$ cat src/rtl/dmem_arbiter.sv
// Data-memory port arbiter: the CPU MEM stage owns the port by default, and a debug/DMA
// master is forced in after STARVE_LIMIT lost cycles. Completions are tracked by an owner tag.
module dmem_arbiter #(
    parameter int ADDR_W       = 32,
    parameter int DATA_W       = 32,
    parameter int STARVE_LIMIT = 8
) (
    input  logic              clock,
    input  logic              resetn,
    input  logic              cpu_req,
    input  logic              cpu_we,
    input  logic [ADDR_W-1:0] cpu_addr,
    input  logic [DATA_W-1:0] cpu_wdata,
    output logic              cpu_stall,
    output logic              cpu_ack,
    output logic [DATA_W-1:0] cpu_rdata,
    input  logic              dbg_req,
    input  logic              dbg_we,
    input  logic [ADDR_W-1:0] dbg_addr,
    input  logic [DATA_W-1:0] dbg_wdata,
    output logic              dbg_gnt,
    output logic              dbg_ack,
    output logic [DATA_W-1:0] dbg_rdata,
    output logic              mem_en,
    output logic              mem_we,
    output logic [ADDR_W-1:0] mem_addr,
    output logic [DATA_W-1:0] mem_wdata,
    input  logic [DATA_W-1:0] mem_rdata
);

    localparam int               CNT_W = (STARVE_LIMIT > 0) ? $clog2(STARVE_LIMIT + 1) : 1;
    localparam logic [CNT_W-1:0] LIMIT = CNT_W'(STARVE_LIMIT);

    typedef enum logic { D_IDLE, D_BUSY } dstate_t;
    typedef enum logic [1:0] { OWN_NONE, OWN_CPU, OWN_DBG } owner_t;

    dstate_t          state_q, state_d;
    owner_t           owner_q, owner_d;
    logic [CNT_W-1:0] wait_q, wait_d;
    logic             rd_q, rd_d;
    logic             dbg_elig, dbg_win, cpu_win;

    always_ff @(posedge clock) begin
        if (!resetn) begin
            state_q <= D_IDLE;
            owner_q <= OWN_NONE;
            wait_q  <= '0;
            rd_q    <= 1'b0;
        end else begin
            state_q <= state_d;
            owner_q <= owner_d;
            wait_q  <= wait_d;
            rd_q    <= rd_d;
        end
    end

    always_comb begin
        state_d   = state_q;
        owner_d   = OWN_NONE;
        wait_d    = wait_q;
        rd_d      = 1'b0;
        cpu_stall = 1'b0;
        cpu_ack   = 1'b0;
        cpu_rdata = '0;
        dbg_gnt   = 1'b0;
        dbg_ack   = 1'b0;
        dbg_rdata = '0;
        mem_en    = 1'b0;
        mem_we    = 1'b0;
        mem_addr  = '0;
        mem_wdata = '0;

        // Nothing issues or completes while reset is low, so an in-flight access is dropped.
        dbg_elig = resetn && dbg_req && (state_q == D_IDLE);
        dbg_win  = dbg_elig && (!cpu_req || (wait_q == LIMIT));
        cpu_win  = resetn && cpu_req && !dbg_win;

        case (state_q)
            D_IDLE:  if (dbg_win) state_d = D_BUSY;
            D_BUSY:  state_d = D_IDLE;
            default: state_d = D_IDLE;
        endcase

        if (!dbg_req || dbg_win) begin
            wait_d = '0;
        end else if (dbg_elig && cpu_win && (wait_q != LIMIT)) begin
            wait_d = wait_q + CNT_W'(1);
        end

        if (cpu_win) begin
            owner_d   = OWN_CPU;
            rd_d      = !cpu_we;
            mem_en    = 1'b1;
            mem_we    = cpu_we;
            mem_addr  = cpu_addr;
            mem_wdata = cpu_wdata;
        end else if (dbg_win) begin
            owner_d   = OWN_DBG;
            rd_d      = !dbg_we;
            mem_en    = 1'b1;
            mem_we    = dbg_we;
            mem_addr  = dbg_addr;
            mem_wdata = dbg_wdata;
        end

        dbg_gnt   = dbg_win;
        cpu_stall = cpu_req && dbg_win;

        // Read data is steered only to the owner of last cycle's read; write acks return zero.
        if (resetn && (owner_q == OWN_CPU)) begin
            cpu_ack = 1'b1;
            if (rd_q) cpu_rdata = mem_rdata;
        end
        if (resetn && (owner_q == OWN_DBG)) begin
            dbg_ack = 1'b1;
            if (rd_q) dbg_rdata = mem_rdata;
        end
    end

endmodule

$ cat config.mk
export PLATFORM = sky130hd
export DESIGN_NAME = dmem_arbiter
export DESIGN_NICKNAME = d
export VERILOG_FILES = /design/src/rtl/dmem_arbiter.sv
export SDC_FILE = /design/constraint.sdc
export NUM_CORES = 1
export LEC_CHECK = 0
export CAP_MARGIN = 20
export CORE_AREA = 2 2 115 117
export CTS_CLUSTER_SIZE = 25
export DETAILED_ROUTE_END_ITERATION = 6
export DIE_AREA = 0 0 117 119
export PLACE_DENSITY = 0.66
export SYNTH_ARGS = -nofsm -noshare
export SYNTH_HDL_FRONTEND = slang
export SYNTH_SLANG_ARGS = --single-unit
$ cat constraint.sdc
create_clock -name clock -period 5.1 [get_ports clock]
set_clock_uncertainty 0.2 [all_clocks]
set_input_delay 0.51 -clock clock [delete_from_list [all_inputs] [get_ports clock]]
set_output_delay 0.51 -clock clock [all_outputs]
set_load 0.02 [all_outputs]
# Word-level counts from Yosys, hierarchy flattened
# Cells that the tools add are included.
[classes]
add_sub_neg = 1
multipliers = 0
div_mod_pow = 0
order_cmp = 0
n_eq_ne = 4
shifts = 0
muxes = 18
n_bitwise = 2
reduce_logical = 19
[ops]
columns = ["cell", "n"]
rows = [
  ["two-way mux 32 bit", 7],
  ["logical AND 1 bit", 10],
  ["two-way mux 1 bit", 9],
  ["zero test 1 bit", 5],
  ["adder 4 x 1 -> 4 bit (second input constant)", 1],
  ["equality test 4 bit (second input constant)", 1],
  ["inequality test 4 bit (second input constant)", 1],
  ["OR reduction 2 bit", 2],
  ["equality test 2 x 1 -> 1 bit (second input constant)", 1],
  ["equality test 2 bit (second input constant)", 1],
  ["logical OR 1 bit", 2],
  ["two-way mux 2 bit", 1],
  ["inverter 1 bit", 2],
  ["case mux 1 bit (2 select lines)", 1],
]
[word_totals]
reg_bits = 8
latchBits = 0
ramBits = 0
rom_bits = 0
out_inout_bits = 134
word_cells = 49
memories = 0

# Depth between registers and ports, before layout
[depth]
ltp_word = 7
depth_mapped = 8
ltp_nobuf = 5

# Least setup slack after synthesis
# Ideal clock, no wire load.
[synth_timing]
path_kind = "input to output"
startpoint = "input port resetn"
endpoint = "output port mem_addr[0]"
arrival_ps = 1581
required_ps = 4390
path_slack_ps = 2809
stages = 5
cell_sequence = "buf_2 > buf_2 > buf_1 > nand2_1 > o22ai_1"
[synth_between]
elab_chain_cells = 6
word_cells_on_any_way = 8
cone_classes = "mux: 2; reduce/logical: 6"
[synth_rtl]
columns = ["item", "line_no", "text"]
rows = [
  ["start, declared", "9", "input logic resetn,"],
  ["logical AND 1 bit (2 in a row)", "74", "dbg_elig = resetn && dbg_req && (state_q == D_IDLE);"],
  ["logical AND 1 bit", "75", "dbg_win = dbg_elig && (!cpu_req || (wait_q == LIMIT));"],
  ["zero test 1 bit", "76", "cpu_win = resetn && cpu_req && !dbg_win;"],
  ["logical AND 1 bit", "76", ""],
  ["two-way mux 32 bit (*)", "90", "if (cpu_win) begin"],
  ["end, declared", "26", "output logic [ADDR_W-1:0] mem_addr,"],
]
# Every way passes the cells marked *; elsewhere a longest branch is shown, timed or not.

# Final worst setup path
[layout_timing]
startpoint = "input port dbg_req"
endpoint = "output port mem_wdata[16]"
[layout_between]
elab_chain_cells = 6
word_cells_on_any_way = 7
cone_classes = "mux: 2; reduce/logical: 5"
[layout_rtl]
columns = ["item", "line_no", "text"]
rows = [
  ["start, declared", "17", "input logic dbg_req,"],
  ["logical AND 1 bit (*) (2 in a row)", "74", ""],
  ["logical AND 1 bit (*)", "75", ""],
  ["zero test 1 bit", "76", ""],
  ["logical AND 1 bit", "76", ""],
  ["two-way mux 32 bit (*)", "90", ""],
  ["end, declared", "27", "output logic [DATA_W-1:0] mem_wdata,"],
]
# Marked as above.

==> results.md <==
* Status: finished, final reports clean
* Final worst-path cycle share at between 60% and 70%
* # IOs at 300
* Chip Width at between 100 and 150 um
* Clock network fraction of design power at a little under a quarter
* Number of synthesized flops with an enable pin at 0
* Worst Hold End: wait_q[2]
* Fin crit period at around 3.5 ns
* Share of the synthesized area in the top cell type at a little under a third
* Net Switching at roughly 0.19 mW
* Worst hold path startpoint: wait_q[2]
* Dpl cell area at roughly 0.005 sq mm
* LEAKAGE at ~1.8 nW
* Sequential share of the synthesized area at under 10%
* Largest net degree at the start of global routing at 95
* PD cells at approximately 110 mW/mm^2
* First-iteration detailed-routing DRC count at between 100 and 150
* Worst Setup End Kind: output pin
* Vias in the first global route at roughly 3,400
* Htree depth at 1
* Antenna viol nets, final at 0
* RSZ-0062 raised after global routing: false
* DR DRC count at 0
* Top area cells in the synthesized netlist: nand2_1, o22ai_1, nor2_1
* IO buf count at 299
* Placement Setup Slack at ~1.6 ns
* CP Data Required Time at ~4.4 ns
* Mapped Nets at between 500 and 600
* Worst Tran Pin Value at about 0.85 ns
* Avg Cell Area, Syn at 5.11 sq um
* Warnings from Yosys at 0
* Synth Flop Type: dfxtp_1
* Vias after detailed routing at roughly 3,600
* Placement row count at between 40 and 50
* Reg2reg setup slack at about 3.1 ns
* Synthesized flop and latch total at 8
* Critical path launch point type: input port
* Pre-antenna DRT Iters at 4
* Dpl hpwl at between 9000 and 10,000 um
* Area leader, netlist: nand2_1
* Crit-path max FO at 30
* CTS tree: done
* Hold buffer count at cts at 0
* Total GRT Usage at approximately 14%
* Hold Fails Final Rpt at 0
* Routability cong. at between 0.8 and 0.9
* CP peak stage delay at 0.58 ns
* Total gr overflow at 0
* Global-route wire length before repair at between 15,000 and 20,000 um
* Average vias per placed instance at ~4.4
* Maximum vdd drop at ~83 uV
* Sw Share at between 30% and 40%
* Worst Hold Class: flip-flop to flip-flop
* Count leader, synth: nand2_1
* Mapped Cells at 379
* Post-synth top cells: nand2_1, nor2_1, o22ai_1
* N_diodes at 0
* Crit path DAT at ~2.8 ns
* Antenna violations before repair at 0
* RR Endpoint: owner_q[1]
* Utilization after layout at between 30% and 40%
* Placed Cells at 822
* MaxCap Viol Count at 0
* Distinct cells, synth at 29
* Clk_lat worst skew at approximately 0.23 ns
* Reg power frac at roughly an eighth
* Max-slew headroom at approximately 43%
* Slowest cell on crit path: clkdlybuf4s50_1
* Critical path type: input port to output pin
* Hold Crit Depth at 2
* Most used cell, CP: clkdlybuf4s50_1
* Final Setup Violations at 0
* TritonCTS Buffers at 3
* Fin. max-slew vios at 0
* Share of layout cells above drive strength 1 at approximately 3.7%
* Max frequency at 283 MHz
* Worst path cell trace: clkdlybuf4s50_1 > nand2b_1 > o21ai_4 > buf_4 > o22ai_1 > clkdlybuf4s50_1
* Die ar. at ~0.014 sq mm
* Final WS setup at around 1.6 ns
* Cell-internal power at 0.371 mW
* Reg2reg path depth at 6
* Crit. Startpoint: dbg_req
* Initial core utilization at approximately 15%
* Setup Fix Bufs, Post-CTS at 0
* Post-synth ARST share at 0%
* FF-to-FF Start: wait_q[0]
* Final Instance Area at roughly 0.005 sq mm
* Non-filler cells, final at 826
* Hold Slack at around 0.33 ns
* Post-Syn Area at around 0.0019 sq mm
* Cts repair resizes at 0
* Core Footprint at ~0.013 sq mm
* Final Power at about 0.56 mW
* Setup TNS at 0 ns
* Drt wl/cell at between 10 and 15 um
* Clk sinks at 8
* Layout Nets at between 800 and 900
* Die height at 119 um
* Final wirelength at roughly 11,000 um
* Reg clk slew, reported paths at 0.04 ns
* Max clock buf depth at 2
* Synthesis-to-finish area growth at 164%
* Combinational share of power at 64.7%
* CTS Root Buffer Type: clkbuf_16
[per-layer routing]
metal  wire length [um]  track usage, %  up-vias
li1                   -               -     1803
met3               1230            3.56       14
met2               5670            27.5      214
met5                  0               0        -
met1               4110            14.1     1609
met4                176            3.68        0
[power by group through the flow]
stage | Sequential [mW] | Combinational [mW] | Clock (mW)
6_report | 0.0661 | 0.363 | 0.132
5_1_grt | 0.0663 | 0.386 | 0.139
4_1_cts | 0.0698 | 0.359 | 0.134
3_5_place_dp | 0.0707 | 0.358 | 0
3_3_place_gp | 0.0706 | 0.355 | 0
2_1_floorplan | 0.0666 | 0.146 | 0
[flip-flops by register name (all words and copies together), names as in the netlist]
name	count
owner_q	2
state_q	1
wait_q	4
rd_q	1
[area by class of cell]
type,instances,area [sq um]
clock buffer,3,75.1
multi-input combinational,325,1570
timing repair buffer,307,3070
sequential,8,160
fill,1365,7750
inverter,7,26.3
tap,176,220
[cell families (layout without fill, tap and decap cells)]
| group | after synthesis | after routing | share of synthesized area [%] |
|---|---|---|---|
| AOI/OAI and AO/OA | 78 | 78 | 27.8 |
| DFF | 8 | 8 | 8.26 |
| buffers and inverters | 46 | 317 | 11.2 |
| and+or+nand+nor | 245 | 245 | 51.4 |
| adders and majority gates | 2 | 2 | 1.29 |
[worst max path at each step]
stage	depth (start not counted)	end
5_1_grt	6	mem_addr[25]
6_report	6	mem_wdata[16]
4_1_cts	6	mem_wdata[28]
3_3_place_gp	6	mem_wdata[28]
3_5_place_dp	6	mem_wdata[28]
2_1_floorplan	5	mem_addr[0]
[worst max-delay path: cells and delay by family]
family / cells / cell delay (ns)
AOI/OAI and AO/OA: 2 / 0.62
and+or+nand+nor: 1 / 0.15
buffers and inverters: 3 / 1.53
[placed cells by master, fill, tap and decap left out]
master / instances
a211oi_1: 1
a21o_2: 1
a21oi_1: 4
and3b_1: 1
buf_16: 1
buf_4: 8
clkbuf_16: 3
clkdlybuf4s50_1: 298
dfxtp_1: 8
ha_1: 2
inv_1: 7
nand2_1: 162
nand2b_1: 2
nand3_1: 1
nand3b_1: 2
nand3b_4: 1
nand4b_4: 1
nand4bb_1: 1
nor2_1: 70
o211ai_1: 3
o21ai_0: 2
o21ai_4: 1
o22ai_1: 58
o22ai_2: 7
o32ai_2: 1
or3_1: 2
or3b_1: 1
or4_1: 1
No activity file was read; power rests on OpenSTA's default activity.
